## src/rtl/ysyx_22050854_div_unit_pkg.sv

```systemverilog
// Shared definitions for the EX-stage divide unit: MULctr div/rem codes, width, FSM states.
package ysyx_22050854_defs;

    localparam int XLEN = 64;

    localparam logic [3:0] MUL_DIV   = 4'b0100;
    localparam logic [3:0] MUL_DIVU  = 4'b0101;
    localparam logic [3:0] MUL_REM   = 4'b0110;
    localparam logic [3:0] MUL_REMU  = 4'b0111;
    localparam logic [3:0] MUL_DIVW  = 4'b1100;
    localparam logic [3:0] MUL_DIVUW = 4'b1101;
    localparam logic [3:0] MUL_REMW  = 4'b1110;
    localparam logic [3:0] MUL_REMUW = 4'b1111;

    localparam logic [1:0] S_IDLE = 2'd0;
    localparam logic [1:0] S_CALC = 2'd1;
    localparam logic [1:0] S_DONE = 2'd2;

    // bit2 set selects exactly the eight div/rem codes; bit3 word, bit1 rem, bit0 unsigned
    function automatic logic is_divrem(input logic [3:0] c);
        return c[2];
    endfunction

endpackage

```

## src/rtl/ysyx_22050854_div_unit.sv

```systemverilog
// Radix-2 restoring divide/remainder engine for RV64M; one quotient bit per cycle,
// divide-by-zero and signed overflow resolved at accept.
module ysyx_22050854_div_unit
    import ysyx_22050854_defs::*;
#(
    parameter int XLEN = ysyx_22050854_defs::XLEN
) (
    input  logic            clk,
    input  logic            rst_n,
    input  logic            flush,
    input  logic            in_valid,
    output logic            in_ready,
    input  logic [3:0]      mulctr,
    input  logic [XLEN-1:0] src1,
    input  logic [XLEN-1:0] src2,
    output logic            out_valid,
    input  logic            out_ready,
    output logic [XLEN-1:0] result
);

    localparam int H  = XLEN / 2;
    localparam int CW = $clog2(XLEN);

    function automatic logic [XLEN-1:0] sext_w(input logic [H-1:0] v);
        return {{H{v[H-1]}}, v};
    endfunction

    logic [1:0]      state;
    logic [CW-1:0]   count;
    logic [XLEN-1:0] dvd, dvs, rem;
    logic            is_w, is_rem, neg_q, neg_r;

    logic            op_w, op_u, op_r, a_neg, b_neg, ovf;
    logic [XLEN-1:0] a, b, a_abs, b_abs, min_v, spec_raw, spec_res;

    assign op_w = mulctr[3];
    assign op_r = mulctr[1];
    assign op_u = mulctr[0];

    always_comb begin
        a = src1;
        b = src2;
        if (op_w) begin
            a = op_u ? {{H{1'b0}}, src1[H-1:0]} : sext_w(src1[H-1:0]);
            b = op_u ? {{H{1'b0}}, src2[H-1:0]} : sext_w(src2[H-1:0]);
        end
        min_v    = op_w ? {{(H+1){1'b1}}, {(H-1){1'b0}}} : {1'b1, {(XLEN-1){1'b0}}};
        a_neg    = !op_u && a[XLEN-1];
        b_neg    = !op_u && b[XLEN-1];
        a_abs    = a_neg ? -a : a;
        b_abs    = b_neg ? -b : b;
        ovf      = !op_u && (a == min_v) && (b == '1);
        spec_raw = (b == '0) ? (op_r ? a : '1) : (op_r ? '0 : a);
        spec_res = op_w ? sext_w(spec_raw[H-1:0]) : spec_raw;
    end

    // Word ops park the dividend in the upper half so the msb shifts out first;
    // quotient bits collect in the low end of dvd.
    logic [XLEN:0]   rem_sh;
    logic            ge;
    logic [XLEN-1:0] rem_nx, dvd_nx, raw, fix, fin_res;

    always_comb begin
        rem_sh  = {rem, dvd[XLEN-1]};
        ge      = rem_sh >= {1'b0, dvs};
        rem_nx  = ge ? (rem_sh[XLEN-1:0] - dvs) : rem_sh[XLEN-1:0];
        dvd_nx  = {dvd[XLEN-2:0], ge};
        raw     = is_rem ? rem_nx : (is_w ? {{H{1'b0}}, dvd_nx[H-1:0]} : dvd_nx);
        fix     = (is_rem ? neg_r : neg_q) ? -raw : raw;
        fin_res = is_w ? sext_w(fix[H-1:0]) : fix;
    end

    assign in_ready  = (state == S_IDLE);
    assign out_valid = (state == S_DONE);

    always_ff @(posedge clk or negedge rst_n) begin
        if (!rst_n) begin
            state  <= S_IDLE;
            count  <= '0;
            dvd    <= '0;
            dvs    <= '0;
            rem    <= '0;
            is_w   <= 1'b0;
            is_rem <= 1'b0;
            neg_q  <= 1'b0;
            neg_r  <= 1'b0;
            result <= '0;
        end else if (flush) begin
            state <= S_IDLE;
        end else begin
            case (state)
                S_IDLE: if (in_valid && is_divrem(mulctr)) begin
                    if (b == '0 || ovf) begin
                        result <= spec_res;
                        state  <= S_DONE;
                    end else begin
                        dvd    <= op_w ? {a_abs[H-1:0], {H{1'b0}}} : a_abs;
                        dvs    <= b_abs;
                        rem    <= '0;
                        is_w   <= op_w;
                        is_rem <= op_r;
                        neg_q  <= a_neg ^ b_neg;
                        neg_r  <= a_neg;
                        count  <= op_w ? CW'(H - 1) : CW'(XLEN - 1);
                        state  <= S_CALC;
                    end
                end
                S_CALC: begin
                    dvd   <= dvd_nx;
                    rem   <= rem_nx;
                    count <= count - 1'b1;
                    if (count == '0) begin
                        result <= fin_res;
                        state  <= S_DONE;
                    end
                end
                S_DONE: if (out_ready) state <= S_IDLE;
                default: state <= S_IDLE;
            endcase
        end
    end

endmodule

```

## config.mk

```make
export PLATFORM = sky130hd
export DESIGN_NAME = ysyx_22050854_div_unit
export DESIGN_NICKNAME = d
export VERILOG_FILES = /design/src/rtl/ysyx_22050854_div_unit_pkg.sv /design/src/rtl/ysyx_22050854_div_unit.sv
export SDC_FILE = /design/constraint.sdc
export NUM_CORES = 1
export LEC_CHECK = 0
export CELL_PAD_IN_SITES_DETAIL_PLACEMENT = 2
export CELL_PAD_IN_SITES_GLOBAL_PLACEMENT = 2
export CORE_MARGIN = 2
export CORE_UTILIZATION = 37
export DETAILED_ROUTE_END_ITERATION = 10
export PLACE_DENSITY_LB_ADDON = 0.1
export SLEW_MARGIN = 20
export SYNTH_ARGS = -nofsm -noshare
export SYNTH_HDL_FRONTEND = slang
export SYNTH_SLANG_ARGS = --single-unit
```

## constraint.sdc

```tcl
create_clock -name clk -period 9.25 [get_ports clk]
set_input_delay 1.3875 -clock clk [delete_from_list [all_inputs] [get_ports clk]]
set_output_delay 1.3875 -clock clk [all_outputs]
set_load 0.02 [all_outputs]
```

Word-level counts from Yosys, hierarchy flattened
Cells that the tools add are included.
- add/sub/neg operators: 5
- $lt $le $gt $ge: 1
- equal/unequal tests: 11
- multiplexer cells: 38
- bitwise gates (word level): 3
- reductions and logical operators: 15
- operators with widths (cell ; number):
    two-way mux 64 bit ; 23
    case mux 64 bit (2 select lines) ; 3
    negation 64 bit ; 3
    greater-or-equal comparator 65 x 64 -> 1 bit ; 1
    == test 64 bit ; 1
    == test 64 bit, second input constant ; 1
    logical NOT 64 bit ; 1
    subtractor 64 bit ; 1
    two-way mux 63 bit ; 1
    two-way mux 6 bit ; 3
    case mux 6 bit (2 select lines) ; 1
    two-way mux 2 bit ; 5
    AND reduction 4 bit ; 2
    logical NOT 6 bit ; 1
    inequality test 3 x 2 -> 1 bit, second input constant ; 2
    case mux 2 bit (3 select lines) ; 1
    subtractor 6 x 1 -> 6 bit, second input constant ; 1
    logical AND 1 bit ; 5
    AND reduction 5 bit ; 1
    inequality test 2 x 1 -> 1 bit, second input constant ; 2
    inequality test 2 bit, second input constant ; 2
    inequality test 3 bit, second input constant ; 1
    AND reduction 3 bit ; 1
    == test 2 x 1 -> 1 bit, second input constant ; 1
    other kinds (8) ; 9
- register bits: 268
- bits of input ports: 137
- logic and storage cells: 83

Depth between registers and ports, before layout
Gate-level depths: netlist (run 1).
- depth in word-level cells: 10
- mapped depth: 28
- depth with buffers taken out: 21

Worst setup path before layout (run 1)
Ideal clock, no wire load.
- path type: reg2reg
- from: reg rem[37]
- to: reg result[46]
- setup time: 119 ps
- data arrival time: 5490 ps
- slack: 3642 ps
- stages on the path, launching flop included: 27
- cells stage by stage: dfrtp_1 -> ha_1 -> clkbuf_1 -> a21oi_1 -> o21ai_1 -> a21o_1 -> a221o_1 -> a21bo_4 -> nor2_2 -> buf_2 -> buf_1 -> clkbuf_1 -> clkbuf_1 -> mux2i_1 -> nor2_1 -> a21oi_1 -> ha_1 -> o21ai_0 -> a31oi_1 -> nand4_1 -> or2_1 -> nor3_2 -> buf_2 -> a41oi_1 -> xnor2_1 -> nor2_1 -> o21a_1
- word-level cells in the longest chain between the ends: 8
- elaborated cells on any way between the ends: 10
- those cells by class: 2 x add/sub; 1 x order compare; 7 x mux
- RTL lines (element ; line ; text):
    start, declared ; ysyx_22050854_div_unit.sv:30 ; logic [XLEN-1:0] dvd, dvs, rem;
    start signal, assigned ; ysyx_22050854_div_unit.sv:110 ; rem <= rem_nx;
    subtractor 64 bit or greater-or-equal comparator 65 x 64 -> 1 bit (tied branches) ; ysyx_22050854_div_unit.sv:66, ysyx_22050854_div_unit.sv:65 ;
    two-way mux 64 bit (on tied branches) ; ysyx_22050854_div_unit.sv:66, ysyx_22050854_div_unit.sv:68 ;
    two-way mux 64 bit (*) ; ysyx_22050854_div_unit.sv:68 ; raw = is_rem ? rem_nx : (is_w ? {{H{1'b0}}, dvd_nx[H-1:0]} : dvd_nx);
    negation 64 bit ; ysyx_22050854_div_unit.sv:69 ; fix = (is_rem ? neg_r : neg_q) ? -raw : raw;
    two-way mux 64 bit (*) ; ysyx_22050854_div_unit.sv:69 ;
    two-way mux 64 bit (*) ; ysyx_22050854_div_unit.sv:70 ; fin_res = is_w ? sext_w(fix[H-1:0]) : fix;
    two-way mux 64 bit (*) ; ysyx_22050854_div_unit.sv:112 ; if (count == '0) begin
    case mux 64 bit (2 select lines) (*) ; ysyx_22050854_div_unit.sv:91 ; case (state)
    end signal, assigned ; ysyx_22050854_div_unit.sv:94 ; result <= spec_res;
    end signal, assigned ; ysyx_22050854_div_unit.sv:113 ; result <= fin_res;
    end, declared ; ysyx_22050854_div_unit.sv:18 ; output logic [XLEN-1:0] result
Every way passes the cells marked *; elsewhere a longest branch is shown, timed or not. The select of a mux whose other input is x is not followed.
A chain may end at the register's enable or synchronous reset.

Worst setup path after layout (run 1)
- from: reg rem[20]
- to: reg result[58]
The elaborated chain is that of the path after synthesis.

==> metrics.yaml, run 1 <==
run_status:
  outcome: "complete, no violations"
clocking:
  cts_tree: "yes"
  cts.reportedPaths.clkPinSlew_ns: 0.06
  cts_max_level: 2
  clk_path_buf_depth: 3
  clockRootBuffer: "clkbuf_16"
  cts_hold_buf: 0
  cts_buffers: 37
  clock-sinks: 268
  cts_resized: 0
  clock_latency_ns: 0.58
  postCtsSetupBuffers: 0
detailed_routing:
  drt-pass1-iter-count: 5
  wirelength_mm: 133
  num_vias: 28000
  drc: 0
  via_per_inst: 6.50
  routedWlPerCell_um: 30.9
  postRouteAntennaNets: 0
  drt-initial-drc-count: 2519
worst_setup_path:
  cp.buffers_inverters: 1
  reg2reg_slack_ns: 2.19
  crit_family: "simple AND/OR/NAND/NOR gates"
  criticalPathCategory: "flip-flop to flip-flop"
  slowest_stage: "nor3_2"
  r2r_cells: 20
  path_max_fanout: 25
  r2r_start: "rem[20]$_DFFE_PN0P_"
  crit_path_max_incr_delay_ns: 0.79
  crit_arrival_ns: 7.46
  crit_top_cell: "nand4_1"
  worstPathRequired_ns: 9.65
  start_kind: "flip-flop"
  end_kind: "flip-flop"
  r2r-end: "result[58]$_DFFE_PN0P_"
  crit_chain: "ha_1 -> nand4_1 -> nor4_1 -> inv_1 -> o211ai_2 -> a211o_2 -> nor2_4 -> mux2i_1 -> nor2_1 -> a21oi_1 -> ha_1 -> o21ai_0 -> a31oi_1 -> nand4_1 -> or2_1 -> nor3_2 -> nand4_1 -> mux2_2 -> o21ai_1 -> a31oi_1"
placement:
  gp_congestion: 0.988
  place_hpwl_mm: 103
  placed_area_sq_um: 26900
  portBuffers: 202
synth:
  synth_edf_count: 0
  syn_inst: 3363
  synth-seq-cells: 268
  ys_warn_count: 0
  ys_types: 105
  synth_top_area_share_pct: 27.6
  synthesis.nets: 3571
  synth_ff_type: "dfrtp_1"
  synth_largest_area_cell: "dfrtp_1"
  netlist_top_cells_area: "dfrtp_1 28%, a21oi_1 7.6%, o21ai_0 6.7%"
  synth-async-reset-ratio_pct: 100
  syn_area_per_cell_sq_um: 7.23
  yosysSeqAreaShare_pct: 27.6
  yosysMostFrequentCell: "nor2_1"
  synth_common_cells: "409 x nor2_1, 385 x nand2_1, 369 x a21oi_1"
  syn-cell-area_sq_um: 24300
power_and_ir_drop:
  pwr-share-clk_pct: 15.8
  peakVddDrop_mv: 0.197
  switching_share_pct: 55.4
  seqPwrFrac_pct: 19.5
  p_int_uw: 4050
  switching_power_uw: 5020
  cellPowerDensity_nw_per_um2: 323
  p_comb_share_pct: 64.7
  leakage_uw: 0.0113
run:
  maxCapViolations: 0
timing:
  clock_skew_ns: 0.0370
  fin_setup_tns_ns: 0
  rsz0062_at_grt: "no"
  max_slew.worst_pin.slew_ns: 1.22
  slew_headroom_pct: 17.9
  setup_violations: 0
  hold_violations: 0
  fin_crit_sh_pct: 76.4
  drv_slew: 0
  fmax_mhz: 142
  fin_crit_ns: 7.06
layout:
  ff_latch_area_sq_um: 6710
  fill_cells: 7671
  drive_above_1_share_pct: 5.36
  nNetsFinal: 3615
  finalInstanceArea_sq_um: 28100
  synthToLayoutAreaGrowth_pct: 15.4
  final_core_util_pct: 42.9
  multi_input_area_sq_um: 16300
worst_hold_path:
  min_path_cells: 2
  hold_class: "flip-flop to flip-flop"
  holdCritStartpoint: "dvs[45]$_DFFE_PN0P_"
  hold_end: "dvs[45]$_DFFE_PN0P_"
floorplan:
  core-area_sq_um: 65400
  fp.dieArea_sq_um: 67800
  fp.dieH_um: 260
  start_util_pct: 37.2
  rows: 94
  ios: 203
  die_w_um: 260
global_routing:
  grt_use_total_pct: 38.4
  overflow: 0
  grt_max_degree: 111
  grt_pass1_vias: 28700
  grt_pass1_wl_mm: 194
  antenna_found_initial: 12
-- how the worst max path moves through the flow --
stage	start	depth (start not counted)	endpoint
6_report	rem[20]$_DFFE_PN0P_	20	result[58]$_DFFE_PN0P_
5_1_grt	dvs[28]$_DFFE_PN0P_	21	result[58]$_DFFE_PN0P_
4_1_cts	src1[11]	14	result[62]$_DFFE_PN0P_
3_5_place_dp	src1[12]	14	result[62]$_DFFE_PN0P_
3_3_place_gp	src1[13]	14	result[62]$_DFFE_PN0P_
2_1_floorplan	rem[37]$_DFFE_PN0P_	26	result[46]$_DFFE_PN0P_
-- flip-flops by register name, summed over array words and instances (netlist names) --
| name | flops |
|---|---|
| dvd | 64 |
| result | 64 |
| dvs | 64 |
| rem | 64 |
| state | 2 |
| neg_r | 1 |
| neg_q | 1 |
| is_rem | 1 |
| is_w | 1 |
| count | 6 |
-- through the flow --
stage	worst slack [ns]	power (uW)	hold WS, ns	cells
after floorplan	3.64	5290	0.449	3363
after global placement	2.02	7220	0.466	4232
after detailed placement	1.54	7430	0.475	4232
after CTS	2.14	8930	0.490	4298
after global routing	1.80	9500	0.519	4298
final	2.19	9070	0.481	4304
-- logic make-up after synthesis --
family | Yosys count | synth area share (%)
AOI/OAI and AO/OA | 1222 | 31.1
and+or+nand+nor | 1197 | 22.7
buffers and inverters | 362 | 5.96
DFF | 268 | 27.6
xor gates and xnor gates | 206 | 7.42
adders and majority gates | 79 | 4.01
muxes | 29 | 1.24
-- worst register-to-register path, cell delays in order, from the launching register on --
cell and delay (ns):
dfrtp_1 0.47, ha_1 0.54, nand4_1 0.35, nor4_1 0.62, inv_1 0.12, o211ai_2 0.33, a211o_2 0.67, nor2_4 0.28
mux2i_1 0.26, nor2_1 0.07, a21oi_1 0.17, ha_1 0.19, o21ai_0 0.10, a31oi_1 0.31, nand4_1 0.17, or2_1 0.38
nor3_2 0.79, nand4_1 0.41, mux2_2 0.39, o21ai_1 0.18, a31oi_1 0.11
-- metal layers --
metal / share of wire, % / routed length [um] / up-vias / GRT usage [%]
met3: 7.5 / 10000 / 257 / 7.87
met5: 0.050 / 67 / - / 0
met1: 42 / 56300 / 14500 / 50.4
li1: - / - / 12300 / -
met2: 46 / 61500 / 1001 / 62.3
met4: 4.0 / 5290 / 12 / 14.1
-- layout by cell type (no fill, tap or decap), types with 90 or more instances in the layout --
cell type / count
a21oi_1: 367
clkdlybuf4s50_1: 199
dfrtp_1: 267
inv_1: 118
nand2_1: 384
nor2_1: 404
nor3_1: 90
o21ai_0: 324
xnor2_1: 116
xor2_1: 90
-- final cells by class --
type / count / share of cell area (%)
inverter: 119 / 1.59
timing repair buffer: 248 / 8.47
clock buffer: 51 / 3.78
tap: 864 / 3.85
sequential: 268 / 23.9
clock inverter: 15 / 0.406
antenna: 6 / 0.0535
multi-input combinational: 2733 / 57.9
-- power groups by stage --
stage               Combinational (uW)  Sequential (uW)  Clock, uW
floorplan                         3690             1600          0
detailed placement                5660             1770          0
finish                            5870             1770       1430
global placement                  5470             1750          0
CTS                               5720             1750       1450
global route                      6220             1790       1500
(Power assumes the default switching activity.)
==> inputs of run 2 (changes only) <==
--- a/config.mk
+++ b/config.mk
@@ -8,7 +8,7 @@
 export CELL_PAD_IN_SITES_DETAIL_PLACEMENT = 2
 export CELL_PAD_IN_SITES_GLOBAL_PLACEMENT = 2
 export CORE_MARGIN = 2
-export CORE_UTILIZATION = 37
+export CORE_UTILIZATION = 35
 export DETAILED_ROUTE_END_ITERATION = 10
 export PLACE_DENSITY_LB_ADDON = 0.1
 export SLEW_MARGIN = 20
==> constraint.sdc (replaced) <==
create_clock -name clk -period 7 [get_ports clk]
set_input_delay 1.05 -clock clk [delete_from_list [all_inputs] [get_ports clk]]
set_output_delay 1.05 -clock clk [all_outputs]
set_load 0.02 [all_outputs]
==> run 2 against run 1 <==
Effect of this change:
- sequential share of layout area shrank 0.60 points
- via count grew 0.84%
- core utilization decreased by 1.0 points
- die area grew 5.6%
- sequential power increased by 33%
- critical endpoint is now result[48]$_DFFE_PN0P_
- combinational power is 38% higher
==> metrics.yaml, run 2 (synthesized netlist as in run 1, its figures left out) <==
run_status:
  outcome: "complete, no violations"
floorplan:
  core-area_sq_um: 68700  # +5.1%
  die_w_um: 268  # +2.8%
  rows: 96  # +2.1%
  fp.dieH_um: 268  # +2.8%
  ios: 203  # unchanged
  fp.dieArea_sq_um: 71600  # +5.6%
  start_util_pct: 35.4  # -1.8 points
clocking:
  cts_max_level: 2  # unchanged
  clock-sinks: 268  # unchanged
  cts.reportedPaths.clkPinSlew_ns: 0.06  # about the same
  clockRootBuffer: "clkbuf_16"
  postCtsSetupBuffers: 0  # unchanged
  clk_path_buf_depth: 3  # unchanged
  clock_latency_ns: 0.59  # about the same
  cts_tree: "yes"
  cts_buffers: 38  # +2.7%
  cts_hold_buf: 0  # unchanged
  cts_resized: 0  # unchanged
worst_setup_path:
  path_max_fanout: 17  # -32%
  crit_chain: "inv_1 -> ha_1 -> nand4_1 -> nor4_1 -> inv_1 -> o211ai_2 -> a211o_2 -> buf_4 -> o21ai_2 -> or3_1 -> a211o_1 -> or3_1 -> buf_4 -> nor4_1 -> o21ai_1 -> a31oi_1 -> buf_4 -> o31ai_1 -> a21oi_1"
  start_kind: "flip-flop"
  worstPathRequired_ns: 7.49  # -2.16 ns
  crit_arrival_ns: 6.94  # -0.52 ns
  r2r-end: "result[48]$_DFFE_PN0P_"
  crit_family: "simple AND/OR/NAND/NOR gates"
  worst-path-stages: 19  # -5.0%
  end_kind: "flip-flop"
  reg2reg_slack_ns: 0.56  # -1.63 ns
  crit_path_end: "result[48]$_DFFE_PN0P_"
  crit_top_cell: "buf_4"
  r2r_start: "dvs[31]$_DFFE_PN0P_"
  cp.buffers_inverters: 5  # +4
  slowest_stage: "nor4_1"
  r2r_cells: 19  # -5.0%
  crit_path_start: "dvs[31]$_DFFE_PN0P_"
  criticalPathCategory: "flip-flop to flip-flop"
  crit_path_max_incr_delay_ns: 0.63  # -0.16 ns
timing:
  fin_setup_tns_ns: 0  # unchanged
  rsz0062_at_grt: "no"
  fin_crit_sh_pct: 92.0  # +16 points
  slew_headroom_pct: 19.4  # +1.5 points
  hold_ws_ns: 0.451  # -0.0300 ns
  fmax_mhz: 155  # +9.7%
  clock_skew_ns: 0.0246  # -0.0125 ns
  hold_violations: 0  # unchanged
  fin_crit_ns: 6.44  # -0.623 ns
  setup_ws_ns: 0.558  # -1.63 ns
  max_slew.worst_pin.slew_ns: 1.21  # -0.0119 ns
  setup_violations: 0  # unchanged
  drv_slew: 0  # unchanged
detailed_routing:
  drc: 0  # unchanged
  via_per_inst: 6.38  # -1.9%
  drt-initial-drc-count: 2774  # +10%
  wirelength_mm: 140  # +5.2%
  routedWlPerCell_um: 31.7  # +2.4%
  num_vias: 28200  # +0.84%
  drt-pass1-iter-count: 5  # unchanged
  postRouteAntennaNets: 0  # unchanged
worst_hold_path:
  hold_class: "input port to async pin"
placement:
  gp_congestion: 0.964  # -2.5%
  portBuffers: 202  # unchanged
  dpl_worst_slack_ns: 0.787  # -0.756 ns
  place_hpwl_mm: 110  # +6.2%
global_routing:
  grt_use_total_pct: 38.6  # +0.23 points
  grt_max_degree: 87  # -22%
  grt_pass1_wl_mm: 204  # +5.0%
  antenna_found_initial: 16  # +4
  overflow: 0  # unchanged
  grt_pass1_vias: 29300  # +2.1%
layout:
  layout_commonest_cell: "nor2_1"
  most-common-layout-cells: "404 x nor2_1, 384 x nand2_1, 367 x a21oi_1"
  antenna_cells: 0  # -6
  synthToLayoutAreaGrowth_pct: 18.4
  nNetsFinal: 3673  # +1.6%
  drive_above_1_share_pct: 6.99  # +1.6 points
power_and_ir_drop:
  leakage_uw: 0.0117  # +3.4%
  peakVddDrop_mv: 0.236  # +20%
  cellPowerDensity_nw_per_um2: 438  # +36%
run:
  maxCapViolations: 0  # unchanged
[run 2: how the worst min path moves through the flow]
| stage | slack [ns] | to | from | cells after the start |
|---|---|---|---|---|
| 2_1_floorplan | 0.45 | dvs[41]$_DFFE_PN0P_ | dvs[41]$_DFFE_PN0P_ | 2 |
| 3_3_place_gp | 0.46 | result[23]$_DFFE_PN0P_ | result[23]$_DFFE_PN0P_ | 2 |
| 3_5_place_dp | 0.47 | dvs[40]$_DFFE_PN0P_ | dvs[40]$_DFFE_PN0P_ | 2 |
| 4_1_cts | 0.47 | dvs[40]$_DFFE_PN0P_ | rst_n | 1 |
| 5_1_grt | 0.49 | dvs[32]$_DFFE_PN0P_ | rst_n | 1 |
| 6_report | 0.45 | dvs[32]$_DFFE_PN0P_ | rst_n | 1 |
[run 2: per-layer routing]
metal  up-vias  track usage (%)  wire [um]
li1      12400                -          -
met1     14600             52.7      61500
met2       973             61.0      63300
met3       257             6.68       9710
met4         8             14.2       5610
met5         -                0         52
[run 2: worst register-to-register path, stage by stage (launching register included)]
cell and delay [ns]:
dfrtp_1 0.36, inv_1 0.28, ha_1 0.43, nand4_1 0.36, nor4_1 0.61, inv_1 0.12
o211ai_2 0.31, a211o_2 0.34, buf_4 0.29, o21ai_2 0.23, or3_1 0.46, a211o_1 0.33
or3_1 0.44, buf_4 0.22, nor4_1 0.63, o21ai_1 0.18, a31oi_1 0.24, buf_4 0.22
o31ai_1 0.09, a21oi_1 0.22
[run 2: final cells by class]
cell class | count | area [sq um]
clock buffer | 50 | 1060
clock inverter | 17 | 289
fill | 8061 | 39900
inverter | 119 | 447
multi-input combinational | 2733 | 16300
sequential | 268 | 6710
tap | 931 | 1160
timing repair buffer | 305 | 2850
[run 2: per-stage QoR]
step                area [sq um]  power (uW)  util [%]  cells
floorplan                  24300        6990         -   3363
global placement           27400        9890      39.9   4356
detailed placement         27400       10200      39.9   4356
CTS                        28800       12400      41.9   4423
global route               28800       13200      41.9   4423
finish                     28800       12600      41.9   4423
[run 2: power breakdown]
part           internal (uW)  leakage [uW]  switching [uW]
combinational           2520       0.00761            5550
sequential              1880       0.00344             473
clock                   1320      0.000658             856
==> inputs of run 3 (changes only) <==
--- a/config.mk
+++ b/config.mk
@@ -11,6 +11,7 @@
 export CORE_UTILIZATION = 35
 export DETAILED_ROUTE_END_ITERATION = 10
 export PLACE_DENSITY_LB_ADDON = 0.1
+export REMOVE_ABC_BUFFERS = 1
 export SLEW_MARGIN = 20
 export SYNTH_ARGS = -nofsm -noshare
 export SYNTH_HDL_FRONTEND = slang
==> run 3 against run 2 <==
Effect of this change:
- register-to-register slack got worse by 0.05 ns
- flip-flop and latch count did not move
- total power fell by 6.7%
- critical path type is now input port to flip-flop
- critical endpoint is now result[57]$_DFFE_PN0P_
- highest routed layer unchanged
==> metrics.yaml, run 3 (synthesized netlist as in run 1, its figures left out) <==
global_routing:
  top_usage_layer: "met2"
  met1_usage_pct: 44.0  # -8.7 points
  overflow: 0  # unchanged
  grt_use_met3_pct: 4.01  # -2.7 points
  grt_max_degree: 115  # +32%
  grt_pass1_vias: 29000  # -1.2%
  grt_use_total_pct: 34.8  # -3.8 points
  grt_pass1_wl_mm: 188  # -7.5%
  antenna_found_initial: 4  # -12
  grtUsageMet2_pct: 60.5  # -0.53 points
placement:
  gp_congestion: 0.972  # +0.82%
  place_hpwl_mm: 97.2  # -11%
  portBuffers: 202  # unchanged
  dpl_worst_slack_ns: 0.0978  # -0.690 ns
layout:
  nNetsFinal: 3641  # -0.87%
  synthToLayoutAreaGrowth_pct: 16.8
  drive_above_1_share_pct: 6.07  # -0.92 points
  multi_input_area_sq_um: 16300  # unchanged
  layout_commonest_cell: "nor2_1"
  fill_cells: 8012  # -0.61%
  most-common-layout-cells: "404 x nor2_1, 384 x nand2_1, 367 x a21oi_1"
  ff_latch_area_sq_um: 6710  # unchanged
timing:
  hold_violations: 0  # unchanged
  hold_ws_ns: 0.368  # -0.0825 ns
  fin_crit_sh_pct: 92.9  # +0.91 points
  fin_crit_ns: 6.51  # +0.0635 ns
  clock_skew_ns: 0.0338  # +0.00921 ns
  drv_slew: 0  # unchanged
  fmax_mhz: 154  # -0.98%
  setup_ws_ns: 0.494  # -0.0635 ns
  slew_headroom_pct: 23.1  # +3.7 points
  max_slew.worst_pin.slew_ns: 1.12  # -0.0820 ns
  rsz0062_at_grt: "no"
  setup_violations: 0  # unchanged
clocking:
  clock-sinks: 268  # unchanged
  postCtsSetupBuffers: 0  # unchanged
  cts_resized: 0  # unchanged
  cts_buffers: 37  # -2.6%
  cts_tree: "yes"
  cts.reportedPaths.clkPinSlew_ns: 0.06  # about the same
  clk_path_buf_depth: 3  # unchanged
  clock_latency_ns: 0.60  # about the same
  clockRootBuffer: "clkbuf_16"
  cts_hold_buf: 0  # unchanged
  cts_max_level: 2  # unchanged
floorplan:
  core-area_sq_um: 68700  # unchanged
  start_util_pct: 35.4  # unchanged
  fp.dieArea_sq_um: 71600  # unchanged
  rows: 96  # unchanged
  die_w_um: 268  # unchanged
  fp.dieH_um: 268  # unchanged
  ios: 203  # unchanged
detailed_routing:
  num_vias: 27400  # -3.0%
  drt-pass1-iter-count: 5  # unchanged
  routedWlPerCell_um: 28.7  # -9.5%
  postRouteAntennaNets: 0  # unchanged
  drc: 0  # unchanged
  via_per_inst: 6.23  # -2.3%
  drt-initial-drc-count: 1959  # -29%
  wirelength_mm: 126  # -10%
power_and_ir_drop:
  cellPowerDensity_nw_per_um2: 414  # -5.5%
  peakVddDrop_mv: 0.332  # +40%
  leakage_uw: 0.0115  # -1.9%
worst_setup_path:
  reg2reg_slack_ns: 0.51  # -0.05 ns
  path_max_fanout: 45  # +28
  crit_arrival_ns: 6.94  # about the same
  start_kind: "input port"
  end_kind: "flip-flop"
  worstPathRequired_ns: 7.43  # -0.06 ns
  criticalPathCategory: "input port to flip-flop"
run:
  maxCapViolations: 0  # unchanged
run_status:
  outcome: "complete, no violations"
worst_hold_path:
  hold_class: "input port to async pin"
## run 3: changes by cell type in the layout (fill, tap and decap cells not counted), moves of 2 or more
cell,previous run,this run
buf_4,99,68
bufinv_16,7,2
clkbuf_1,7,10
clkbuf_16,39,37
clkbuf_8,4,6
## run 3: final cells by class
cell class                 count  share of cell area [%]
inverter                     119                    1.57
clock buffer                  53                    3.68
sequential                   268                    23.6
clock inverter                12                   0.493
timing repair buffer         274                    9.23
multi-input combinational   2733                    57.3
tap                          931                    4.10
antenna                        1                 0.00881
## run 3: critical path: stages
cell,delay [ns]
buf_4,0.27
buf_4,0.34
nor4_1,0.58
nand2_1,0.39
a2111oi_0,1.08
nand3_1,0.47
a2111oi_0,0.42
nor2_1,0.24
nor3_1,0.41
o21a_2,0.27
nand2_1,0.41
a31oi_1,0.32
buf_4,0.30
a21boi_1,0.20
a21oi_1,0.08
## run 3: layer usage
| layer | wire length [um] | vias up |
|---|---|---|
| met3 | 5480 | 208 |
| met1 | 53100 | 14200 |
| li1 | - | 12300 |
| met2 | 62300 | 686 |
| met4 | 5060 | 6 |
| met5 | 36 | - |
## run 3: path summary, 6_finish.rpt
path / end / cells after the start / from
max reg2reg: result[57]$_DFFE_PN0P_ / 18 / dvd[63]$_DFFE_PN0P_
min in group clk: result[3]$_DFFE_PN0P_ / 2 / result[3]$_DFFE_PN0P_
min reg2reg: result[3]$_DFFE_PN0P_ / 2 / result[3]$_DFFE_PN0P_
min: dvs[63]$_DFFE_PN0P_ / 1 / rst_n
max: result[57]$_DFFE_PN0P_ / 15 / mulctr[3]
max in group asynchronous: is_rem$_DFFE_PN0P_ / 2 / rst_n
## run 3: per-stage QoR
stage,setup TNS (ns),std cells,util (%),instance area (sq um),power [uW]
after floorplan,-453.67,3120,-,23300,6800
after global placement,0,4325,39.6,27200,9420
after detailed placement,0,4325,39.6,27200,9680
after CTS,0,4390,41.3,28400,11700
after global routing,0,4390,41.3,28400,12500
final,0,4391,41.4,28400,11800
## run 3: power breakdown
part	leakage (uW)	switching (uW)	total [uW]	internal [uW]
sequential	0.00344	422	2310	1880
combinational	0.00747	5070	7510	2440
clock	0.000585	829	1950	1120
